--- config.mk ---
export PLATFORM = sky130hd
export DESIGN_NAME = mux_nx1_rr_reg
export DESIGN_NICKNAME = d
export VERILOG_FILES = /design/src/rtl/mux_nx1_rr_reg.sv
export SDC_FILE = /design/constraint.sdc
export NUM_CORES = 1
export LEC_CHECK = 0
export BUFFER_PORTS_ARGS = -buffer_cell sky130_fd_sc_hd__buf_2
export CAP_MARGIN = 20
export CORE_MARGIN = 4
export CORE_UTILIZATION = 30
export CTS_BUF_LIST = sky130_fd_sc_hd__clkbuf_8
export DETAILED_ROUTE_END_ITERATION = 8
export GPL_TIMING_DRIVEN = 0
export PLACE_DENSITY = 0.59
export SYNTH_ARGS = -nofsm -noshare
export SYNTH_HDL_FRONTEND = slang
export SYNTH_SLANG_ARGS = --single-unit
--- constraint.sdc ---
create_clock -name Clk -period 3.1 [get_ports Clk]
set_input_delay 0 -clock Clk [delete_from_list [all_inputs] [get_ports Clk]]
set_output_delay 0 -clock Clk [all_outputs]
set_load 0.01 [all_outputs]
--- src/rtl/mux_nx1_rr_reg.sv ---
// mux_nx1_rr_reg
// N-channel, W-bit registered multiplexer with valid/ready handshaking on
// every input channel and on the output. One output register entry.
// Selection is either fixed (external Sel) or round-robin over the
// requesting channels, starting from an internal pointer.
//
// Ports:
//   Clk        rising-edge clock
//   Rst_n      synchronous active-low reset
//   In_Data    flattened channel data, channel k at [k*WIDTH +: WIDTH]
//   In_Valid   per-channel valid
//   In_Ready   per-channel accept (one-hot or zero)
//   Mode       0 = fixed select via Sel, 1 = round-robin
//   Sel        channel index used when Mode = 0
//   Out_Data   registered data of the accepted channel
//   Out_Sel    index of the channel that produced Out_Data
//   Out_Valid  Out_Data / Out_Sel are valid
//   Out_Ready  consumer accepts the output when high with Out_Valid
module mux_nx1_rr_reg #(
    parameter int WIDTH    = 2,
    parameter int CHANNELS = 4,
    parameter int SEL_W    = 2
) (
    input  logic                      Clk,
    input  logic                      Rst_n,
    input  logic [CHANNELS*WIDTH-1:0] In_Data,
    input  logic [CHANNELS-1:0]       In_Valid,
    output logic [CHANNELS-1:0]       In_Ready,
    input  logic                      Mode,
    input  logic [SEL_W-1:0]          Sel,
    output logic [WIDTH-1:0]          Out_Data,
    output logic [SEL_W-1:0]          Out_Sel,
    output logic                      Out_Valid,
    input  logic                      Out_Ready
);

    logic [WIDTH-1:0]    data_p0;
    logic [SEL_W-1:0]    sel_p0;
    logic                vld_p0;
    logic [SEL_W-1:0]    ptr;

    logic                load_en;
    logic [CHANNELS-1:0] grant;
    logic [SEL_W-1:0]    gnt_idx;
    logic [WIDTH-1:0]    gnt_data;
    logic [SEL_W-1:0]    ptr_nxt;
    logic                xfer;
    logic                found;
    int                  idx;

    // The output register can take new data when empty or being drained.
    assign load_en = !vld_p0 | Out_Ready;

    // Grant: fixed mode ignores In_Valid (an out-of-range Sel grants nothing);
    // round-robin picks the first valid channel at or after ptr, wrapping.
    always_comb begin
        grant = '0;
        found = 1'b0;
        idx   = 0;
        if (!Mode) begin
            if (int'(Sel) < CHANNELS) grant[Sel] = 1'b1;
        end else begin
            for (int i = 0; i < CHANNELS; i++) begin
                idx = int'(ptr) + i;
                if (idx >= CHANNELS) idx = idx - CHANNELS;
                if (!found && In_Valid[idx]) begin
                    grant[idx] = 1'b1;
                    found      = 1'b1;
                end
            end
        end
    end

    // One-hot grant to index and data.
    always_comb begin
        gnt_idx  = '0;
        gnt_data = '0;
        for (int i = 0; i < CHANNELS; i++) begin
            if (grant[i]) begin
                gnt_idx  = SEL_W'(i);
                gnt_data = In_Data[i*WIDTH +: WIDTH];
            end
        end
    end

    assign ptr_nxt  = (int'(gnt_idx) == CHANNELS - 1) ? '0 : gnt_idx + 1'b1;
    assign In_Ready = Rst_n ? (grant & {CHANNELS{load_en}}) : '0;
    assign xfer     = |(In_Valid & In_Ready);

    // Stage p0: output register and round-robin pointer.
    always_ff @(posedge Clk) begin
        if (!Rst_n) begin
            data_p0 <= '0;
            sel_p0  <= '0;
            vld_p0  <= 1'b0;
            ptr     <= '0;
        end else begin
            if (load_en) begin
                vld_p0 <= xfer;
                if (xfer) begin
                    data_p0 <= gnt_data;
                    sel_p0  <= gnt_idx;
                end
            end
            if (xfer && Mode) ptr <= ptr_nxt;
        end
    end

    assign Out_Data  = data_p0;
    assign Out_Sel   = sel_p0;
    assign Out_Valid = vld_p0;

endmodule

# Word level (Yosys, flattened, before mapping)
# Index checks and enable logic that the tools add are counted.
dict set report classes {
  muxes 53
  n_lt_le_gt_ge 14
  n_addsub 8
  bitwise 6
  n_eq_ne 1
  reduce_logical 15
}
# op count
set op_table {}
lappend op_table {{$mux W32} 8}
lappend op_table {{$ge A32 B1 Y1 const B} 4}
lappend op_table {{$lt A32 B4 Y1 const B} 4}
lappend op_table {{$mux W4} 9}
lappend op_table {{$mux W1} 20}
lappend op_table {{$mux W2} 7}
lappend op_table {{$or A4 B4 Y4} 3}
lappend op_table {{$sub A3 B3 Y4 const B} 3}
lappend op_table {{$demux W1 S2} 5}
lappend op_table {{$ge A3 B3 Y1 const B} 3}
lappend op_table {{$logic_and A1 B1 Y1} 9}
lappend op_table {{$and A4 B4 Y4} 2}
lappend op_table {{$bmux W1 S2} 4}
lappend op_table {{$add A2 B2 Y3 const B} 2}
lappend op_table {{$logic_not A1 Y1} 4}
lappend op_table {{$reduce_or A4 Y1} 1}
lappend op_table {{$sub A2 B3 Y4 const B} 1}
lappend op_table {{$add A2 B1 Y3 const B} 1}
lappend op_table {{$ge A2 B3 Y1 const B} 1}
lappend op_table {{$lt A2 B3 Y1 const B} 1}
lappend op_table {{$add A2 B1 Y2 const B} 1}
lappend op_table {{$eq A2 B1 Y1 const B} 1}
lappend op_table {{$ge A2 B1 Y1 const B} 1}
lappend op_table {{$reduce_and A2 Y1} 1}
lappend op_table {{$or A1 B1 Y1} 1}
dict set report word_totals {
  out_inout_bits 9
  input_bits 18
  reg_bits 7
  word_cells 101
}

# Depth between registers and ports, before layout
# Gate-level depths: netlist of run 1.
dict set report logic_depth {
  depth_word 25
  ltp_mapped 10
  depth_no_buf 9
}

# Worst setup path after synthesis of run 1
# OpenSTA, ideal clock, no wires.
dict set report synth_timing {
  path_type {register to register}
  startpoint {reg ptr[0]}
  endpoint {reg ptr[0]}
  path_buffers 1
  setup_time_ns 0.122
  stages_incl_launch_ff 11
  period_less_slack_ns 2.689
  arrival_ns 2.566
  slack_ns 0.411
  required_ns 2.978
  cell_sequence {dfxtp_1 -> buf_6 -> inv_1 -> ha_1 -> mux4_2 -> or3b_1 -> a221o_1 -> o21a_4 -> a31oi_4 -> nand2_2 -> mux2i_1}
}
dict set report synth_via {
  elab_chain_len 25
  elab_cells_between_ends 85
  classes_between {add/sub (8); order compare (12); eq/ne (1); mux (47); bitwise (5); reduce/logical (12)}
}
# item line_no
set synth_rtl {}
lappend synth_rtl {{start: declaration} 40} ;# logic [SEL_W-1:0] ptr;
lappend synth_rtl {{start signal: assignment} 105} ;# if (xfer && Mode) ptr <= ptr_nxt;
lappend synth_rtl {{parallel branches: the longest is 18 deep, another holds $ge A32 B1 Y1} --}
lappend synth_rtl {{$mux W4 *} 66} ;# if (!found && In_Valid[idx]) begin
lappend synth_rtl {{$mux W4 *} 60} ;# if (!Mode) begin
lappend synth_rtl {{$mux W1 or $and A4 B4 Y4 (tied branches)} {79, 87}}
lappend synth_rtl {{$mux W2 or $mux W4 (tied branches)} {79, 87}}
lappend synth_rtl {{$mux W2 or $and A4 B4 Y4 (tied branches)} {79, 88}}
lappend synth_rtl {{$add A2 B1 Y2, or another cell as far along} 86} ;# assign ptr_nxt = (int'(gnt_idx) == CHANNELS - 1) ? '0 : gnt_idx + 1'b1;
lappend synth_rtl {{$mux W2 or $logic_and A1 B1 Y1 (tied branches)} {86, 105}}
# Every way passes the cells marked *. The select of a mux whose other input is x is not followed.
# A chain may end at the register's enable or synchronous reset.

# Worst setup path in the final report of run 1
dict set report layout_timing {
  startpoint {reg ptr[0]}
  endpoint {reg data_p0[0], in the netlist Out_Data[0]}
}
dict set report layout_via {
  elab_chain_len 25
  elab_cells_between_ends 83
  classes_between {add/sub (7); order compare (12); mux (47); bitwise (5); reduce/logical (12)}
}
# item line_no
set layout_rtl {}
lappend layout_rtl {{parallel branches: the longest is 18 deep, another holds $ge A32 B1 Y1} --}
lappend layout_rtl {{$mux W4 *} 66}
lappend layout_rtl {{$mux W4 *} 60}
lappend layout_rtl {{$and A4 B4 Y4} 87} ;# assign In_Ready = Rst_n ? (grant & {CHANNELS{load_en}}) : '0;
lappend layout_rtl {{$mux W4} 87}
lappend layout_rtl {{$and A4 B4 Y4} 88} ;# assign xfer = |(In_Valid & In_Ready);
lappend layout_rtl {{$reduce_or A4 Y1} 88}
lappend layout_rtl {{$reduce_and A2 Y1 (no source line)} --}
lappend layout_rtl {{end signal: assignment} 101} ;# data_p0 <= gnt_data;
lappend layout_rtl {{end: declaration} 37} ;# logic [WIDTH-1:0] data_p0;
# Marks and branches as above.

==> results of run 1 <==
==> cells by family after synthesis <==
group,after synthesis,synth area share
multiplexers,8,0.155
adder cells (fa/ha/maj),6,0.0846
buffers and inverters,17,0.0846
AND/OR/NAND/NOR,35,0.228
flip-flops,7,0.158
AO/OA/AOI/OAI,32,0.289
==> Yosys cell counts (2+ instances only) <==
cell type / count
inv_1: 15
a21oi_1: 8
nand2_1: 8
nor2_1: 8
dfxtp_1: 7
ha_1: 6
mux2i_1: 4
a31oi_1: 3
nor3b_1: 3
o21ai_1: 3
or3b_1: 3
a221oi_2: 2
a22oi_1: 2
and2_2: 2
mux4_1: 2
mux4_2: 2
nand2b_1: 2
nor2b_1: 2
o21ai_0: 2
o32ai_1: 2
==> path summary, 6_finish.rpt <==
check        startpoint  slack (ns)  cells after the start     endpoint
max              ptr[0]        0.14                     11  Out_Data[0]
min          In_Data[5]        0.05                      3  Out_Data[1]
max reg2reg      ptr[0]        0.14                     11  Out_Data[0]
min reg2reg  Out_Sel[0]        0.50                      2   Out_Sel[0]
==> final cells by class <==
| class | instances | area [sq um] | area share |
|---|---|---|---|
| Multi-Input combinational cell | 82 | 734 | 0.626 |
| Inverter | 15 | 56.3 | 0.0480 |
| Timing Repair Buffer | 27 | 138 | 0.117 |
| Tap cell | 31 | 38.8 | 0.0330 |
| Clock inverter | 1 | 3.75 | 0.00320 |
| Clock buffer | 3 | 41.3 | 0.0352 |
| Buffer | 2 | 18.8 | 0.0160 |
| Sequential cell | 7 | 143 | 0.122 |
==> registers in the layout, indices dropped and copies added (netlist names) <==
| register | count |
|---|---|
| Out_Data | 2 |
| Out_Sel | 2 |
| Out_Valid | 1 |
| ptr | 2 |
==> power groups by stage <==
stage / combinational (mW) / sequential [mW] / clock [mW]
2_1_floorplan: 0.180 / 0.121 / 0
3_3_place_gp: 0.250 / 0.117 / 0
3_5_place_dp: 0.257 / 0.118 / 0
4_1_cts: 0.259 / 0.117 / 0.130
5_1_grt: 0.315 / 0.120 / 0.136
6_report: 0.288 / 0.118 / 0.127
==> routing by layer <==
layer	GRT usage	routed length, um
met2	0.207	1230
met5	0	0
met3	0.0180	126
met1	0.157	1100
met4	0.0504	22
==> layout by cell type, fill, tap and decap left out, types with 2 or more instances in the layout <==
cell,netlist,layout
or3b_1,3,3
dfxtp_2,0,2
buf_2,0,26
buf_4,1,2
nor2b_1,2,2
mux4_2,2,2
and2_2,2,2
nor2_1,8,8
nor3b_1,3,3
a21oi_1,8,8
o32ai_1,2,2
nand2b_1,2,2
inv_1,15,16
dfxtp_1,7,5
o21ai_0,2,2
o21ai_1,3,3
clkbuf_8,0,3
ha_1,6,6
mux4_1,2,3
mux2i_1,4,4
a31oi_1,3,3
nand2_1,8,8
==> what timing repair did <==
action,4_1_cts,5_1_grt
endpoints found under the setup margin,1,6
hold endpoints to repair,0,0
pin swaps,0,1
resized for setup,1,6
cloned,0,1
setup buffers,0,1
==> worst register-to-register path: cells and delay by family, from the launching register on <==
family	cells	cell delay (ns)
AOI/OAI and AO/OA	5	1.02
adders and majority gates	1	0.35
buffers and inverters	3	0.37
DFF	1	0.37
muxes	1	0.39
and+or+nand+nor	1	0.38
==> results_dict.tcl, run 1 <==
set metrics [dict create \
    outcome "complete, no violations" \
    place_area_sq_mm 0.00106 \
    grt_pass1_wl_um 4030 \
    seqPwrFrac 0.221 \
    p_leak_nw 0.526 \
    setup_viol 0 \
    synth_edf_count 0 \
    yosys.cell_types.count 39 \
    slew_headroom 0.604 \
    maxSlewViolCount 0 \
    path_cells "buf_6, inv_1, ha_1, mux4_2, or3b_1, a221o_1, o21a_4, a31oi_4, buf_4, o21ai_1, a21oi_1" \
    p_comb_frac 0.541 \
    ios 27 \
    cts_made_buffers 3 \
    grt_start_max_net_pins 11 \
    required_ns 3.26 \
    n_antenna_cell 0 \
    async_reset_ff_frac 0 \
    gp_congestion 0.849 \
    routed_wl_um 2480 \
    dp_slack_ns 0.0178 \
    clk_pin_slew_ns 0.04 \
    cts_buffer_depth 2 \
    cpMaxStageDelayCell "mux4_2" \
    antenna_found_initial 0 \
    fin_tns_setup_ns 0 \
    avgSynthCellArea_sq_um 8.45 \
    rsz0062_at_grt "false" \
    setup_ws_ns 0.138 \
    worst-setup-path-type "flip-flop to flip-flop" \
    fmax_ghz 0.338 \
    synth_top_area_cell "dfxtp_1" \
    yosys.area.top_type_share 0.158 \
    cts_root_buf "clkbuf_8" \
    initial_core_util 0.319 \
    routedWlPerCell_um 14.8 \
    vias 923 \
    whs_ns 0.0516 \
    area_growth_pct 32.3 \
    ant_nets 0 \
    die_h_um 62.4 \
    grt_pass1_vias 914 \
    cts_tree "built" \
    critPathMaxFanout 7 \
    rows 19 \
    syn_nets 129 \
    grtUsageTotal 0.124 \
    instances_no_fill 168 \
    critPathLaunchType "flip-flop" \
    fin_nets 162 \
    critical_path_arrival_ns 3.12 \
    timing.final.crit_share 0.956 \
    drtIter0Drc 49 \
    maxCapViolCount 0 \
    yosys-top-cells-area "dfxtp_1, ha_1, inv_1" \
    ys.flop_type "dfxtp_1" \
    final_hold_viol_count 0 \
    p_int_uw 319 \
    pwr-share-clk 0.238 \
    yosysSeqAreaShare 0.158 \
    nFillCells 285 \
    synth_area_sq_um 887 \
    cp_slowest_stage_delay_ns 0.39 \
    ys_warn_count 0 \
    cp-end-kind "flip-flop" \
    hold_class "input pin to flip-flop" \
    clock_sinks 7 \
    final_util 0.422 \
    drive_above_1_share 0.350 \
    fin_area_sq_mm 0.00117 \
    die_w_um 62.4 \
    netlist_instances 105 \
    clk_latency_ns 0.23 \
    ctsHoldBuffers 0 \
    vias_per_cell 5.49 \
    port_buffers 26 \
    power.switching_uw 213 \
    grt_overflow 0 \
    worst_slew_pin_slew_ns 0.594 \
    htreeDepth 1 \
    dp.cells 162 \
    hpwlAfterDp_um 1960 \
    powerDensity_mw_per_mm2 453 \
    drc 0 \
    crit_buf_inv 3 \
    die-area_sq_mm 0.00389 \
    synth_seq_cells 7 \
    fin_crit_ns 2.96 \
    ir_drop_v 0.000263 \
    crit_family "compound AO/OA/AOI/OAI gates" \
    total_power_uw 532 \
    coreArea_sq_mm 0.00278 \
    switching_share 0.400 \
    fin_skew_ns 0.00620 \
    firstDrtPassIters 4 \
]
No activity file was read; power rests on OpenSTA's default activity.
==> inputs of run 2 (changes only) <==
--- a/config.mk
+++ b/config.mk
@@ -7,12 +7,13 @@
 export LEC_CHECK = 0
 export BUFFER_PORTS_ARGS = -buffer_cell sky130_fd_sc_hd__buf_2
 export CAP_MARGIN = 20
-export CORE_MARGIN = 4
+export CORE_MARGIN = 2
 export CORE_UTILIZATION = 30
 export CTS_BUF_LIST = sky130_fd_sc_hd__clkbuf_8
 export DETAILED_ROUTE_END_ITERATION = 8
 export GPL_TIMING_DRIVEN = 0
 export PLACE_DENSITY = 0.59
+export RECOVER_POWER = 50
 export SYNTH_ARGS = -nofsm -noshare
 export SYNTH_HDL_FRONTEND = slang
 export SYNTH_SLANG_ARGS = --single-unit
==> run 2 against run 1 <==
Net effect: setup slack improved by 0.091 ns; non-clock buffer count stayed put; sequential share of layout area grew 0.16 points; largest power group unchanged; highest routed layer unchanged.
==> results_dict.tcl, run 2 (synthesis gave the netlist of run 1 again) <==
set metrics [dict create \
    total_power_uw 522 \
    critPathLaunchType "flip-flop" \
    ir_drop_v 0.000277 \
    critical_path_arrival_ns 3.00 \
    clock_sinks 7 \
    routedWlPerCell_um 14.3 \
    cts_made_buffers 3 \
    powerDensity_mw_per_mm2 451 \
    fin_tns_setup_ns 0 \
    area_growth_pct 30.6 \
    worst_slew_pin_slew_ns 0.567 \
    cts_buffer_depth 2 \
    fin_crit_ns 2.87 \
    outcome "complete, no violations" \
    gp_congestion 0.807 \
    worst-setup-path-type "flip-flop to flip-flop" \
    fmax_ghz 0.348 \
    cts_tree "built" \
    rows 19 \
    r2r_setup_slack_ns 0.23 \
    fin_skew_ns 0.00199 \
    cp-end-kind "flip-flop" \
    grt_start_max_net_pins 11 \
    drc 0 \
    hold_class "input pin to flip-flop" \
    ios 27 \
    cts_root_buf "clkbuf_8" \
    final_common_cell "buf_2" \
    grt_pass1_vias 882 \
    clk_latency_ns 0.22 \
    coreArea_sq_mm 0.00278 \
    reg2reg_to "Out_Sel[1]" \
    mostFrequentLayoutCells "buf_2, inv_1, a21oi_1, nand2_1, nor2_1" \
    antenna_found_initial 0 \
    ant_nets 0 \
    rsz0062_at_grt "false" \
    grtUsageTotal 0.144 \
    die_h_um 58.4 \
    routed_wl_um 2410 \
    drtIter0Drc 40 \
    maxSlewViolCount 0 \
    drive_above_1_share 0.307 \
    rr_startpoint "ptr[0]" \
    ctsHoldBuffers 0 \
    rr_worst_depth 10 \
    required_ns 3.23 \
    nFillCells 283 \
    setup_viol 0 \
    port_buffers 26 \
    whs_endpoint "Out_Data[0]" \
    fin_area_sq_mm 0.00116 \
    grt_overflow 0 \
    grt_pass1_wl_um 3910 \
    setup_ws_ns 0.229 \
    firstDrtPassIters 4 \
    htreeDepth 1 \
    timing.final.crit_share 0.926 \
    dp_slack_ns 0.0212 \
    whs_ns 0.0828 \
    die-area_sq_mm 0.00341 \
    p_leak_nw 0.501 \
    hpwlAfterDp_um 1890 \
    clk_pin_slew_ns 0.04 \
    final_hold_viol_count 0 \
    maxCapViolCount 0 \
    min_delay_path_depth 3 \
    crit_path_start "ptr[0]" \
    critPathMaxFanout 7 \
    n_antenna_cell 0 \
    vias 947 \
    fin_nets 162 \
    die_w_um 58.4 \
    place_area_sq_mm 0.00106 \
    vias_per_cell 5.64 \
    min_from "Rst_n" \
    slew_headroom 0.622 \
    initial_core_util 0.319 \
]
[run 2: worst max-delay path, stage by stage (launching register included)]
cell and delay, ns:
dfxtp_2 0.37, buf_6 0.15, inv_1 0.08, ha_4 0.29, mux4_2 0.37, or3b_1 0.39, a221o_1 0.38, o21a_4 0.23
a31oi_4 0.24, nor2_1 0.07, a211oi_1 0.22
[run 2: worst max-delay path by stage]
| stage | end | slack [ns] |
|---|---|---|
| 3_5_place_dp | Out_Data[1] | 0.02 |
| 5_1_grt | Out_Sel[1] | 0.06 |
| 6_report | Out_Sel[1] | 0.23 |
| 4_1_cts | Out_Data[1] | 0.04 |
| 3_3_place_gp | Out_Data[1] | 0.16 |
| 2_1_floorplan | ptr[0] | 0.41 |
[run 2: area by class of cell]
cell class              count  area [sq um]  share of cell area
clock inverters             1          3.75             0.00324
clock buffers               3          41.3              0.0356
repair buffers             27           131               0.113
flip-flops and latches      7           143               0.123
multi-input cells          82           726               0.626
well taps                  31          38.8              0.0335
inverters                  15          56.3              0.0486
plain buffers               2          18.8              0.0162
[run 2: report_power, final]
part	internal, mW	switching, mW
logic	0.129	0.156
clock network	0.0852	0.0351
registers	0.106	0.0116
[run 2: what timing repair did]
item / 4_1_cts / 5_1_grt
resized for setup: 0 / 5
setup endpoints to repair: 0 / 7
setup buffers: 0 / 1
[run 2: per-layer routing]
layer	vias to the layer above	global-route usage	share of wire
met5	-	0	0
met3	4	0.0220	0.056
li1	460	-	-
met4	0	0.0565	0.0083
met1	450	0.189	0.44
met2	33	0.236	0.50
[run 2: stage by stage]
step	instances	utilization
final	168	0.417
after floorplan	105	-
after detailed placement	162	0.380
after global routing	168	0.417
after global placement	162	0.380
after CTS	166	0.396
